## src/rtl/fetch_pkg.sv

```systemverilog
// Shared definitions for the instruction fetch queue: FSM encoding, sizes, helpers.
package fetch_pkg;

  typedef enum logic [1:0] {
    IDLE  = 2'd0,
    WAIT  = 2'd1,
    DRAIN = 2'd2
  } fetch_state_e;

  localparam int          INST_BYTES = 4;
  localparam int          INST_W     = 32;
  localparam logic [31:0] NOP_INST   = 32'h0000_0013;

  // Width of one queue entry: {pc, instruction}.
  function automatic int entry_w(input int addr_w);
    return INST_W + addr_w;
  endfunction

  function automatic logic [31:0] sat_add32(input logic [31:0] cur, input logic [31:0] inc);
    logic [32:0] sum;
    sum = {1'b0, cur} + {1'b0, inc};
    return sum[32] ? 32'hFFFF_FFFF : sum[31:0];
  endfunction

endpackage

```

## src/rtl/fetch_fifo.sv

```systemverilog
// Small synchronous FIFO with flush; head read directly from the storage registers.
module fetch_fifo #(
  parameter  int DEPTH = 4,
  parameter  int WIDTH = 64,
  localparam int AW    = $clog2(DEPTH),
  localparam int CW    = AW + 1
) (
  input  logic             clk,
  input  logic             i_rst,
  input  logic             i_flush,
  input  logic             i_push,
  input  logic [WIDTH-1:0] i_push_data,
  input  logic             i_pop,
  output logic [WIDTH-1:0] o_head_data,
  output logic [CW-1:0]    o_count
);

  logic [WIDTH-1:0] r_mem [DEPTH];
  logic [AW-1:0]    r_wr;
  logic [AW-1:0]    r_rd;
  logic [CW-1:0]    r_cnt;
  logic             w_pop;
  logic             w_push;

  assign w_pop  = i_pop && (r_cnt != '0);
  // A push into a full queue is only accepted alongside a pop.
  assign w_push = i_push && ((r_cnt != CW'(DEPTH)) || w_pop);

  always_ff @(posedge clk) begin
    if (i_rst) begin
      r_wr  <= '0;
      r_rd  <= '0;
      r_cnt <= '0;
      for (int i = 0; i < DEPTH; i++) r_mem[i] <= '0;
    end else if (i_flush) begin
      r_wr  <= '0;
      r_rd  <= '0;
      r_cnt <= '0;
    end else begin
      if (w_push) begin
        r_mem[r_wr] <= i_push_data;
        r_wr        <= r_wr + 1'b1;
      end
      if (w_pop) r_rd <= r_rd + 1'b1;
      r_cnt <= r_cnt + CW'(w_push) - CW'(w_pop);
    end
  end

  assign o_head_data = r_mem[r_rd];
  assign o_count     = r_cnt;

endmodule

```

## src/rtl/inst_fetch_queue.sv

```systemverilog
// Fetch stage: owns the PC, issues one imem request at a time, queues {pc,inst} for decode.
// Optional FETCH_STATS_EN adds saturating fetched/flushed counters.
module inst_fetch_queue
  import fetch_pkg::*;
#(
  parameter  int                DEPTH    = 4,
  parameter  int                ADDR_W   = 32,
  parameter  logic [ADDR_W-1:0] RESET_PC = '0,
  localparam int                CW       = $clog2(DEPTH) + 1,
  localparam int                EW       = entry_w(ADDR_W)
) (
  input  logic              clock,
  input  logic              rst,
  output logic              imem_req,
  output logic [ADDR_W-1:0] imem_addr,
  input  logic              imem_ack,
  input  logic [31:0]       imem_rdata,
  input  logic              redirect_valid,
  input  logic [ADDR_W-1:0] redirect_pc,
  output logic              inst_valid,
  output logic [31:0]       inst_data,
  output logic [ADDR_W-1:0] inst_pc,
  input  logic              inst_ready,
`ifdef FETCH_STATS_EN
  output logic [31:0]       stat_fetched,
  output logic [31:0]       stat_flushed,
`endif
  output logic [CW-1:0]     queue_count
);

  fetch_state_e      r_state;
  fetch_state_e      w_state_nxt;
  logic [ADDR_W-1:0] r_fetch_pc;
  logic [ADDR_W-1:0] r_addr;
  logic              w_issue;
  logic              w_push;
  logic              w_pop;
  logic              w_discard;
  logic [EW-1:0]     w_head;
  logic              w_unused;

  always_comb begin
    w_state_nxt = r_state;
    w_issue     = 1'b0;
    w_push      = 1'b0;
    w_discard   = 1'b0;
    case (r_state)
      IDLE: begin
        if (!redirect_valid && (queue_count < CW'(DEPTH))) begin
          w_issue     = 1'b1;
          w_state_nxt = WAIT;
        end
      end
      WAIT: begin
        if (imem_ack) begin
          w_state_nxt = IDLE;
          if (redirect_valid) w_discard = 1'b1;
          else                w_push    = 1'b1;
        end else if (redirect_valid) begin
          w_state_nxt = DRAIN;
        end
      end
      DRAIN: begin
        // Stale response from before the redirect; the new PC is already loaded.
        if (imem_ack) begin
          w_state_nxt = IDLE;
          w_discard   = 1'b1;
        end
      end
      default: w_state_nxt = IDLE;
    endcase
  end

  always_ff @(posedge clock) begin
    if (rst) begin
      r_state    <= IDLE;
      r_fetch_pc <= RESET_PC;
      r_addr     <= RESET_PC;
    end else begin
      r_state <= w_state_nxt;
      if (w_issue) r_addr <= r_fetch_pc;
      if (redirect_valid)
        r_fetch_pc <= {redirect_pc[ADDR_W-1:2], 2'b00};
      else if (w_push)
        r_fetch_pc <= r_fetch_pc + ADDR_W'(INST_BYTES);
    end
  end

  assign imem_req  = (r_state != IDLE);
  assign imem_addr = r_addr;
  assign w_pop     = inst_valid && inst_ready;

  fetch_fifo #(
    .DEPTH(DEPTH),
    .WIDTH(EW)
  ) u_fifo (
    .clk        (clock),
    .i_rst      (rst),
    .i_flush    (redirect_valid),
    .i_push     (w_push),
    .i_push_data({r_fetch_pc, imem_rdata}),
    .i_pop      (w_pop),
    .o_head_data(w_head),
    .o_count    (queue_count)
  );

  assign inst_valid = (queue_count != '0);
  assign inst_data  = w_head[INST_W-1:0];
  assign inst_pc    = w_head[EW-1:INST_W];

`ifdef FETCH_STATS_EN
  logic [31:0] r_stat_fetched;
  logic [31:0] r_stat_flushed;
  logic [31:0] w_flush_inc;

  assign w_flush_inc = (redirect_valid ? 32'(queue_count) : 32'd0) + 32'(w_discard);

  always_ff @(posedge clock) begin
    if (rst) begin
      r_stat_fetched <= '0;
      r_stat_flushed <= '0;
    end else begin
      r_stat_fetched <= sat_add32(r_stat_fetched, 32'(w_push));
      r_stat_flushed <= sat_add32(r_stat_flushed, w_flush_inc);
    end
  end

  assign stat_fetched = r_stat_fetched;
  assign stat_flushed = r_stat_flushed;
  assign w_unused     = ^redirect_pc[1:0];
`else
  assign w_unused     = ^{redirect_pc[1:0], w_discard};
`endif

endmodule
```

## config.mk

```make
export PLATFORM = sky130hd
export DESIGN_NAME = inst_fetch_queue
export DESIGN_NICKNAME = d
export VERILOG_FILES = /design/src/rtl/fetch_pkg.sv /design/src/rtl/fetch_fifo.sv /design/src/rtl/inst_fetch_queue.sv
export SDC_FILE = /design/constraint.sdc
export NUM_CORES = 1
export LEC_CHECK = 0
export ABC_AREA = 1
export CORE_ASPECT_RATIO = 1.4
export CORE_UTILIZATION = 36
export DETAILED_ROUTE_END_ITERATION = 8
export GPL_ROUTABILITY_DRIVEN = 0
export SYNTH_ARGS = -nofsm -noshare
export SYNTH_HDL_FRONTEND = slang
export SYNTH_SLANG_ARGS = --single-unit
```

## constraint.sdc

```tcl
create_clock -name clock -period 17.25 [get_ports clock]
set_input_delay 3.45 -clock clock [delete_from_list [all_inputs] [get_ports clock]]
set_output_delay 3.45 -clock clock [all_outputs]
set_load 0.05 [all_outputs]
```

**After elaboration in Yosys (flattened, before gate mapping)**

Memory sizes are Yosys's and may differ from the RTL's. A register that Yosys moved wholly into a read port is not among the register bits.
Index checks and enable logic that the tools add are counted.

- Bits in registers: 73
- Memory bits (writable): 256
- Bits of input ports: 69
- Output and inout bits: 101
- Logic and storage cells: 56
- Memories: 1

- $add $sub $neg: 5
- Order comparisons: 1
- Equality and inequality tests: 6
- Multiplexer cells: 23
- Reductions and logical operators: 13

Memories:

| name | words | width | rd ports | clocked after Yosys merged registers in | write ports | line | text |
|---|---|---|---|---|---|---|---|
| u_fifo.r_mem | 4 | 64 | 1 | 1 | 4 | fetch_fifo.sv:18 | `logic [WIDTH-1:0] r_mem [DEPTH];` |

Operators by type and width:

| kind | count |
|---|---|
| 32-bit two-way mux | 2 |
| 64-bit two-way mux | 1 |
| 64-bit OR reduction | 1 |
| 32-bit by 3-bit adder with 32-bit output, second input constant | 1 |
| 2-bit two-way mux | 7 |
| 1-bit two-way mux | 12 |
| 3-bit != test, second input constant | 2 |
| 2-bit case mux with 3 select lines | 1 |
| 2-bit by 1-bit adder with 2-bit output, second input constant | 2 |
| 1-bit logical AND | 4 |
| 2-bit != test, second input constant | 2 |
| 2-bit nonzero test | 2 |
| 3-bit by 1-bit adder with 3-bit output | 1 |
| 3-bit less-than comparator, second input constant | 1 |
| 3-bit AND reduction | 1 |
| 3-bit nonzero test | 1 |
| 3-bit by 1-bit subtractor with 3-bit output | 1 |
| 2-bit by 1-bit equality test with 1-bit output, second input constant | 1 |
| 2-bit equality test, second input constant | 1 |
| 2-bit logical NOT | 1 |
| 2-bit OR reduction | 1 |
| 1-bit logical NOT | 1 |
| 1-bit logical OR | 1 |

**Depth between registers and ports, before layout**

Gate-level depths: netlist of the first run.

- Word-level depth: 11
- Mapped depth: 12
- Depth with buffers taken out: 12

**By module**

Synthesis of the first run repeated with hierarchy kept, for this count alone.

- Cells, all modules: 1,539
- Area, all modules: 14,699.1 um^2

By module, submodules not included:

| module | times used | cells each | area an instance (um^2) |
|---|---|---|---|
| fetch_fifo | 1 | 1,045 | 11,385.9 |
| inst_fetch_queue | 1 | 494 | 3,313.2 |

**Least setup slack after synthesis of the first run**

No wires, ideal clock.

- Kind: input port to flip-flop
- Start: input imem_ack
- End: memory u_fifo.r_mem[1][0], enable pin
- Setup time: 0.568 ns
- Arrival: 8.309 ns
- Data required time: 16.682 ns
- Path slack: 8.374 ns
- Stages: 6
- Path buffers: 0
- Cell sequence: inv_1 > nor2_4 > inv_2 > nor2_4 > nand2_4 > o21ai_0

RTL lines:

| what | line | text |
|---|---|---|
| from (decl) | inst_fetch_queue.sv:16 | `input logic imem_ack,` |
| to (decl) | fetch_fifo.sv:18 |  |

==> metrics.txt, run 1 <==
Hold Path Stages 1; count of cell types in the netlist 37; ranking of synthesized cells by area edfxtp_1 52%, dfxtp_1 9.9%, nor2_1 9.5%; Cell Chain, Critical Path buf_4, inv_2, buf_4, o21ai_0, o22ai_1, clkdlybuf4s50_1; final instance area 0.01753 mm^2; Root Driver clkbuf_16; maxcap violations 0; final cell count without fillers 2174; worst IR drop on VDD 0.00006573 V; normalized max-slew margin 27.11%; Clock Tree Buf Depth 3; fin crit period 7.060 ns; Slew Limit Fails 0; Starting DRT DRC Count 987; area leader, netlist edfxtp_1; setup TNS after final layout 0 ns; Detailed Place HPWL 22080 um; unrepaired setup endpoints after global routing no; share of cells above drive strength 1 8.991%; crit end category output port; Clk Latency, worst-skew pair 0.51 ns; Hold Vio Cnt, Final 0; Vias 10846; WS Path Type reg -> out; Total Wirelength 37830 um; Worst-path clk slew 0.06 ns; Critical Path RT 13.80 ns; # IOs 170; core area 0.03938 mm^2; CTS tree done; status complete, no violations; EDFF count, synth 248; Seq/Total Area, Yosys 61.60%; hold crit path type reg -> reg; Remaining Overflow, GRT 0; CTS-repair resized insts 0; Yosys top cell area share 51.73%; largest net degree at the start of global routing 95; Filler cells 3786; Avg Synthesized Cell Area 9.605 um^2; Compound-Gate Fraction of Synth Area 11.54%; WP depth 6; Synthesis Warnings 0; TritonRoute pass-1 iters 5; initial antenna violation count 0; vias in the first global route 10661; Layout Skew 0.01499 ns; Critical Path Start Type register; I/O Buffers 163; DP Area 0.01643 mm^2; antenna cells 0; Area Overhead vs Synth 21.74%; Synth Register Bits 319; Simple-Gate Fraction of Synth Area 19.59%; width of the die 171.0 um; P_leak 6.489 nW; R2R cell count 9; Avg WL per Cell 17.40 um; hold_buf cts 0; GRT Overall Usage 18.82%; Die Span Y 238.6 um; Power, Total 1.787 mW; Worst Path Arrival 3.61 ns; mapped cell area 0.01440 mm^2; drt drc 0; number of clock sinks 319; CP top delay family buffers and inverters; DR vias/cell 4.989; first-pass GRT wire length 58620 um; XOR/XNOR Fraction of Synth Area 0.3650%; Synth async-reset ratio 0%; Die Area 0.04081 mm^2; Net count, final 1694; crit path max-delay cell type clkdlybuf4s50_1; initial core utilization 36.56%; crit path max fanout 63; Setup Buffers After CTS 0; total CTS buffers 34; Final Setup Violations 0; Worst Tran Pin Value 1.093 ns; final period utilization 40.93%; top_reg_cell synth edfxtp_1; CP bufs+invs 4; htree depth 2; pwr dens 101.9 mW/mm^2; Syn Inst Count 1499; main combinational cell family by area after synthesis simple AND/OR/NAND/NOR gates; worst stage delay on the critical path 0.89 ns; most used cell, CP buf_4; ANT nets after route 0; Post-Synth Adder-Cell Area 0.3998%; placed cell count 2113; row count 86; fmax 141.6 MHz; proportion of synthesized area in mux cells 0%
==> sequential cells by signal, summed over array words and instances (netlist names), named ones only <==
signal	flops
u_fifo.r_rd	2
imem_addr	30
u_fifo.o_count	3
r_fetch_pc	30
r_state	2
u_fifo.r_mem	248
u_fifo.r_wr	2
==> layout make-up <==
type,count,area [um^2],share of cell area [%]
timing repair buffer,177,1737,9.908
tap,528,660.6,3.769
clock inverter,16,130.1,0.7424
multi-input combinational,953,4643,26.49
inverter,136,518.0,2.955
clock buffer,45,965.9,5.511
sequential,319,8874,50.62
==> final timing paths <==
path / from / end / slack (ns)
worst max register to register: r_state[0]$_SDFFE_PP0P_ / u_fifo.r_mem[2][26]$_SDFFCE_PN0P_ / 13.90
worst min register to register: r_state[1]$_SDFFE_PP0P_ / r_state[1]$_SDFFE_PP0P_ / 0.46
worst min-delay path: r_state[1]$_SDFFE_PP0P_ / r_state[1]$_SDFFE_PP0P_ / 0.46
worst max-delay path: register / inst_pc[19] / 10.19
==> report_power, final <==
group	switching (mW)	internal, mW	total, mW
registers	0.0155	0.861	0.876
logic	0.135	0.0583	0.193
clock network	0.293	0.425	0.718
total	0.443	1.34	1.79
==> layout by cell type, fill, tap and decap left out, drive strengths merged, types with 42 or more instances in the layout <==
cell type / instances
inv: 134
dfxtp: 71
clkdlybuf4s50: 163
nor2: 401
nand2: 141
nor3: 42
edfxtp: 248
a21oi: 53
o21ai: 184
clkbuf: 45
o22ai: 62
==> cells by family (layout without fill, tap and decap cells) <==
kind of cell | after synthesis | in the layout
simple gates | 627 | 627
fa+ha+maj | 4 | 4
buf+inv | 230 | 374
compound gates | 312 | 312
other cells | 1 | 4
flops | 319 | 319
xor+xnor | 6 | 6
==> Yosys cell counts (3+ instances only) <==
master and count:
a31oi_1 8, nor2_8 9, ha_1 3, buf_4 5, xor2_1 4, nor2_2 3
dfxtp_1 71, clkbuf_1 68, nand2_1 140, a21oi_1 53, nor2_4 24, o22ai_1 62
edfxtp_1 248, inv_1 98, o21ai_0 184, nand3_1 35, buf_1 4, inv_2 35
nor3_1 42, nor2_1 365, buf_2 14
==> routing by layer <==
| layer | GRT usage, % | vias up | part of all wire [%] |
|---|---|---|---|
| met1 | 23.64 | 5205 | 42 |
| met3 | 2.401 | 53 | 4.5 |
| met5 | 0 | - | 0 |
| met2 | 33.25 | 291 | 51 |
| li1 | - | 5297 | - |
| met4 | 5.898 | 0 | 2.5 |
==> per-stage QoR <==
| stage | hold WS (ns) | setup WS (ns) | util (%) |
|---|---|---|---|
| finish | 0.4648 | 10.19 | 44.51 |
| global route | 0.5006 | 10.00 | 44.51 |
| CTS | 0.4676 | 10.12 | 44.51 |
| detailed placement | 0.4576 | 10.28 | 41.72 |
| global placement | 0.4424 | 10.24 | 41.72 |
| floorplan | 0.4341 | 8.374 | - |
No activity file was read; power rests on OpenSTA's default activity.
==> run 2, diff against run 1 <==
==> constraint.sdc (replaced) <==
create_clock -name clock -period 6.1 [get_ports clock]
set_input_delay 1.22 -clock clock [delete_from_list [all_inputs] [get_ports clock]]
set_output_delay 1.22 -clock clock [all_outputs]
set_load 0.05 [all_outputs]
==> run 2 against run 1 <==
Die area unchanged. Sequential power increased to 2.8 times the previous value. Via count increased by 1.1%. Total power increased to 2.9 times the previous value. Clock skew decreased by 0.0033 ns. Combinational power increased to 2.8 times the previous value.
==> metrics.txt, run 2 (synthesis gave the netlist of run 1 again) <==
ANT nets after route 0 (unchanged); placed cell count 2113 (unchanged); hold crit path type reg -> reg; Avg WL per Cell 17.79 um (+2.2%); TritonRoute pass-1 iters 5 (unchanged); I/O Buffers 163 (unchanged); Clk Latency, worst-skew pair 0.52 ns (about the same); crit path max fanout 97 (+54%); final period utilization 77.21%; Filler cells 3819 (+0.87%); initial core utilization 36.56% (unchanged); core area 0.03938 mm^2 (unchanged); Reg2Reg Setup Slack 2.84 ns (-11.06 ns); Critical Path Start Type register; pwr dens 290.8 mW/mm^2 (+190%); initial antenna violation count 0 (unchanged); DP Area 0.01643 mm^2 (unchanged); Area Overhead vs Synth 21.81% (about the same); Clock Tree Buf Depth 3 (unchanged); Net count, final 1695 (+0.059%); commonest non-fill, non-tap cell in the layout nor2_1; Slew Limit Fails 0 (unchanged); vias in the first global route 10776 (+1.1%); most frequent cells in the layout 365 x nor2_1, 248 x edfxtp_1, 183 x o21ai_0; Remaining Overflow, GRT 0 (unchanged); # IOs 170 (unchanged); crit end category output port; htree depth 2 (unchanged); number of clock sinks 319 (unchanged); dpl ws 1.500 ns (-8.776 ns); Detailed Place HPWL 22010 um (-0.32%); width of the die 171.0 um (unchanged); status complete, no violations; CTS-repair resized insts 0 (unchanged); drt drc 0 (unchanged); P_leak 6.486 nW (about the same); antenna cells 0 (unchanged); first-pass GRT wire length 59330 um (+1.2%); Setup Buffers After CTS 0 (unchanged); GRT Overall Usage 19.08% (+0.26 points); Final Setup Violations 0 (unchanged); largest net degree at the start of global routing 98 (+3.2%); Root Driver clkbuf_16; Die Area 0.04081 mm^2 (unchanged); Worst-path clk slew 0.06 ns (about the same); Worst Path Arrival 3.49 ns (-0.12 ns); Total Wirelength 38650 um (+2.2%); Starting DRT DRC Count 762 (-23%); Critical Path RT 4.88 ns (-8.92 ns); CTS tree done; final instance area 0.01754 mm^2 (about the same); setup TNS after final layout 0 ns (unchanged); fin crit period 4.710 ns; row count 86 (unchanged); normalized max-slew margin 26.08% (-1.0 points); DR vias/cell 5.046 (+1.2%); worst IR drop on VDD 0.0001828 V (+180%); worst setup margin 1.390 ns (-8.800 ns); Worst Tran Pin Value 1.109 ns (+0.01546 ns); final cell count without fillers 2173 (-0.046%); WS Path Type reg -> out; unrepaired setup endpoints after global routing no; Vias 10966 (+1.1%); maxcap violations 0 (unchanged); fmax 212.3 MHz; Largest Register u_fifo.r_mem; Layout Skew 0.01169 ns (-0.003297 ns); Hold Vio Cnt, Final 0 (unchanged); Die Span Y 238.6 um (unchanged); share of cells above drive strength 1 8.815% (-0.18 points); max reg flops 248 (unchanged); hold_buf cts 0 (unchanged); total CTS buffers 35 (+2.9%)
## run 2: cell types whose count changed in the layout (fill, tap and decap cells not counted)
cell      change
clkinv_1      -2
clkinv_2      -5
clkbuf_1      +4
clkbuf_8      +2
## run 2: final cells by class
type	count	area (um^2)	area share [%]
Tap cell	528	660.6	3.767
Timing Repair Buffer	177	1737	9.902
Inverter	136	518.0	2.954
Sequential cell	319	8874	50.60
Clock buffer	51	1008	5.750
Clock inverter	9	97.59	0.5565
Multi-Input combinational cell	953	4643	26.47
## run 2: per-stage QoR
stage	util [%]	hold WS (ns)	power [mW]
3_5_place_dp	41.72	0.4530	3.077
4_1_cts	44.53	0.4707	5.150
3_3_place_gp	41.72	0.4443	3.072
2_1_floorplan	-	0.4341	2.860
5_1_grt	44.53	0.4959	5.267
6_report	44.53	0.4692	5.100
## run 2: power by group
| group | leakage (nW) | internal, mW | switching (mW) |
|---|---|---|---|
| logic | 2.80 | 0.165 | 0.382 |
| registers | 3.15 | 2.43 | 0.0448 |
| clock network | 0.536 | 1.23 | 0.844 |
| total | 6.49 | 3.83 | 1.27 |
## run 2: routing by layer
metal	vias up	track usage, %	part of all wire, %
li1	5293	-	-
met1	5241	23.59	42
met2	358	33.64	50
met3	74	2.649	5.0
met4	0	6.764	3.0
met5	-	0	0
## run 2: final timing paths
check,start,endpoint,cells after the start
worst max-delay path,register,inst_data[26],5
worst min-delay path,r_state[1]$_SDFFE_PP0P_,r_state[1]$_SDFFE_PP0P_,1
worst max register to register,r_state[0]$_SDFFE_PP0P_,u_fifo.r_mem[0][16]$_SDFFCE_PN0P_,9
worst min register to register,r_state[1]$_SDFFE_PP0P_,r_state[1]$_SDFFE_PP0P_,1
## run 2: critical path, stage by stage (launching register included)
cell             delay (ns)
dfxtp_4                0.47
inv_4                  0.73
buf_4                  0.45
o21ai_0                0.12
o22ai_1                0.20
clkdlybuf4s50_1        0.85
==> run 3, diff against run 2 <==
==> constraint.sdc (replaced) <==
create_clock -name clock -period 4 [get_ports clock]
set_input_delay 0.8 -clock clock [delete_from_list [all_inputs] [get_ports clock]]
set_output_delay 0.8 -clock clock [all_outputs]
set_load 0.05 [all_outputs]
==> run 3 against run 2 <==
Sequential share of layout area is 0.66 points lower. Die area stayed put. Cell area rose by 1.3%.
==> metrics.txt, run 3 (synthesis gave the netlist of run 1 again) <==
status complete, no violations; Cell Chain, Critical Path buf_4, o21ai_0, o22ai_1, clkdlybuf4s50_1; Clock Tree Buf Depth 3 (unchanged); width of the die 171.0 um (unchanged); Critical Path Start Type register; # IOs 170 (unchanged); worst reg2reg endpoint u_fifo.r_mem[1][24]$_SDFFCE_PN0P_; DR vias/cell 4.999 (-0.95%); crit path max-delay cell type clkdlybuf4s50_1; Largest Register u_fifo.r_mem; TritonRoute pass-1 iters 5 (unchanged); worst IR drop on VDD 0.0002138 V (+17%); GRT Overall Usage 19.07% (about the same); Vias 10957 (-0.082%); Setup Buffers After CTS 0 (unchanged); initial core utilization 36.56% (unchanged); P_leak 6.650 nW (+2.5%); Area Overhead vs Synth 23.43%; drt drc 0 (unchanged); Die Span Y 238.6 um (unchanged); htree depth 2 (unchanged); Slew Limit Fails 0 (unchanged); final period utilization 93.41%; commonest non-fill, non-tap cell in the layout nor2_1; Hold Vio Cnt, Final 0 (unchanged); Worst-path clk slew 0.06 ns (about the same); ANT nets after route 0 (unchanged); share of cells above drive strength 1 10.82% (+2.0 points); max reg flops 248 (unchanged); Worst Path Arrival 2.94 ns (-0.55 ns); Remaining Overflow, GRT 0 (unchanged); fin crit period 3.736 ns; pwr dens 439.4 mW/mm^2 (+51%); CTS tree done; FF-to-FF Start r_state[1]$_SDFFE_PP0P_; CTS-repair resized insts 0 (unchanged); core area 0.03938 mm^2 (unchanged); Total Wirelength 38460 um (-0.49%); WS Path Type reg -> out; I/O Buffers 163 (unchanged); CP endpoint inst_pc[23]; Net count, final 1712 (+1.0%); first-pass GRT wire length 59140 um (-0.32%); normalized max-slew margin 40.76% (+15 points); row count 86 (unchanged); initial antenna violation count 0 (unchanged); Critical Path RT 3.20 ns (-1.68 ns); Avg WL per Cell 17.55 um (-1.4%); largest net degree at the start of global routing 81 (-17%); Worst Tran Pin Value 0.8853 ns (-0.2235 ns); vias in the first global route 10739 (-0.34%); Detailed Place HPWL 23890 um (+8.5%); hold_buf cts 0 (unchanged); R2R cell count 8 (-1); Layout Skew 0.01491 ns (+0.003212 ns); crit path max fanout 28 (-71%); Die Area 0.04081 mm^2 (unchanged); setup TNS after final layout 0 ns (unchanged); most frequent cells in the layout 365 x nor2_1, 248 x edfxtp_1, 183 x o21ai_0; Root Driver clkbuf_16; crit end category output port; hold crit path type reg -> reg; fmax 267.6 MHz; Final Setup Violations 0 (unchanged); maxcap violations 0 (unchanged); Reg2Reg Setup Slack 1.67 ns (-1.17 ns); number of clock sinks 319 (unchanged); Clk Latency, worst-skew pair 0.52 ns (about the same); Starting DRT DRC Count 806 (+5.8%); final hold slack 0.4608 ns (-0.008406 ns); total CTS buffers 34 (-2.9%); worst stage delay on the critical path 0.86 ns (about the same); antenna cells 0 (unchanged); unrepaired setup endpoints after global routing no
-- run 3: cell types whose count changed in the layout (fill, tap and decap cells not counted), sizes merged --
cell	previous run	this run
buf	14	46
clkdlybuf4s50	163	149
clkbuf	51	45
clkinv	8	14
bufinv	2	3
clkinvlp	1	2
inv	134	133
-- run 3: how the worst min path moves through the flow --
stage                                      startpoint                       to  slack [ns]  cells after the start
after CTS                 u_fifo.r_rd[1]$_SDFFE_PP0P_                 register        0.47                      2
final                     u_fifo.r_rd[1]$_SDFFE_PP0P_                 register        0.46                      2
after global routing          r_state[0]$_SDFFE_PP0P_  r_state[1]$_SDFFE_PP0P_        0.49                      1
after global placement    u_fifo.r_rd[1]$_SDFFE_PP0P_                 register        0.44                      2
after detailed placement  u_fifo.r_rd[1]$_SDFFE_PP0P_                 register        0.45                      2
after floorplan               r_state[1]$_SDFFE_PP0P_  r_state[1]$_SDFFE_PP0P_        0.43                      1
-- run 3: through the flow --
stage / area [um^2] / utilization [%] / total power, mW / setup slack (ns) / cells
final: 17770 / 45.12 / 7.809 / 0.2636 / 2192
after global placement: 16640 / 42.26 / 4.699 / 0.6894 / 2131
after global routing: 17770 / 45.12 / 8.060 / 0.09715 / 2192
after floorplan: 14410 / - / 4.360 / 0.2370 / 1502
after detailed placement: 16640 / 42.26 / 4.706 / 0.6891 / 2131
after CTS: 17770 / 45.12 / 7.883 / 0.2082 / 2192
-- run 3: area by class of cell --
class	count	area [um^2]
Timing Repair Buffer	195	1949
Sequential cell	319	8874
Clock buffer	45	965.9
Fill cell	3817	21610
Tap cell	528	660.6
Multi-Input combinational cell	953	4643
Clock inverter	16	161.4
Inverter	136	516.7
-- run 3: power breakdown --
group          switching, mW  internal [mW]
clock network           1.28           1.90
registers             0.0688           3.71
logic                  0.588          0.263
-- run 3: per-layer routing --
metal	wire length, um	vias up	track usage (%)	part of all wire (%)
met3	1815	66	2.334	4.7
li1	-	5328	-	-
met1	15920	5229	23.16	41
met4	1176	0	6.953	3.1
met5	0	-	0	0
met2	19550	334	34.26	51
-- run 3: critical path: cells and delay by family (launching register included) --
kind | cells | cell delay, ns
buffers and inverters | 2 | 1.23
DFF | 1 | 0.76
AOI/OAI and AO/OA | 2 | 0.41
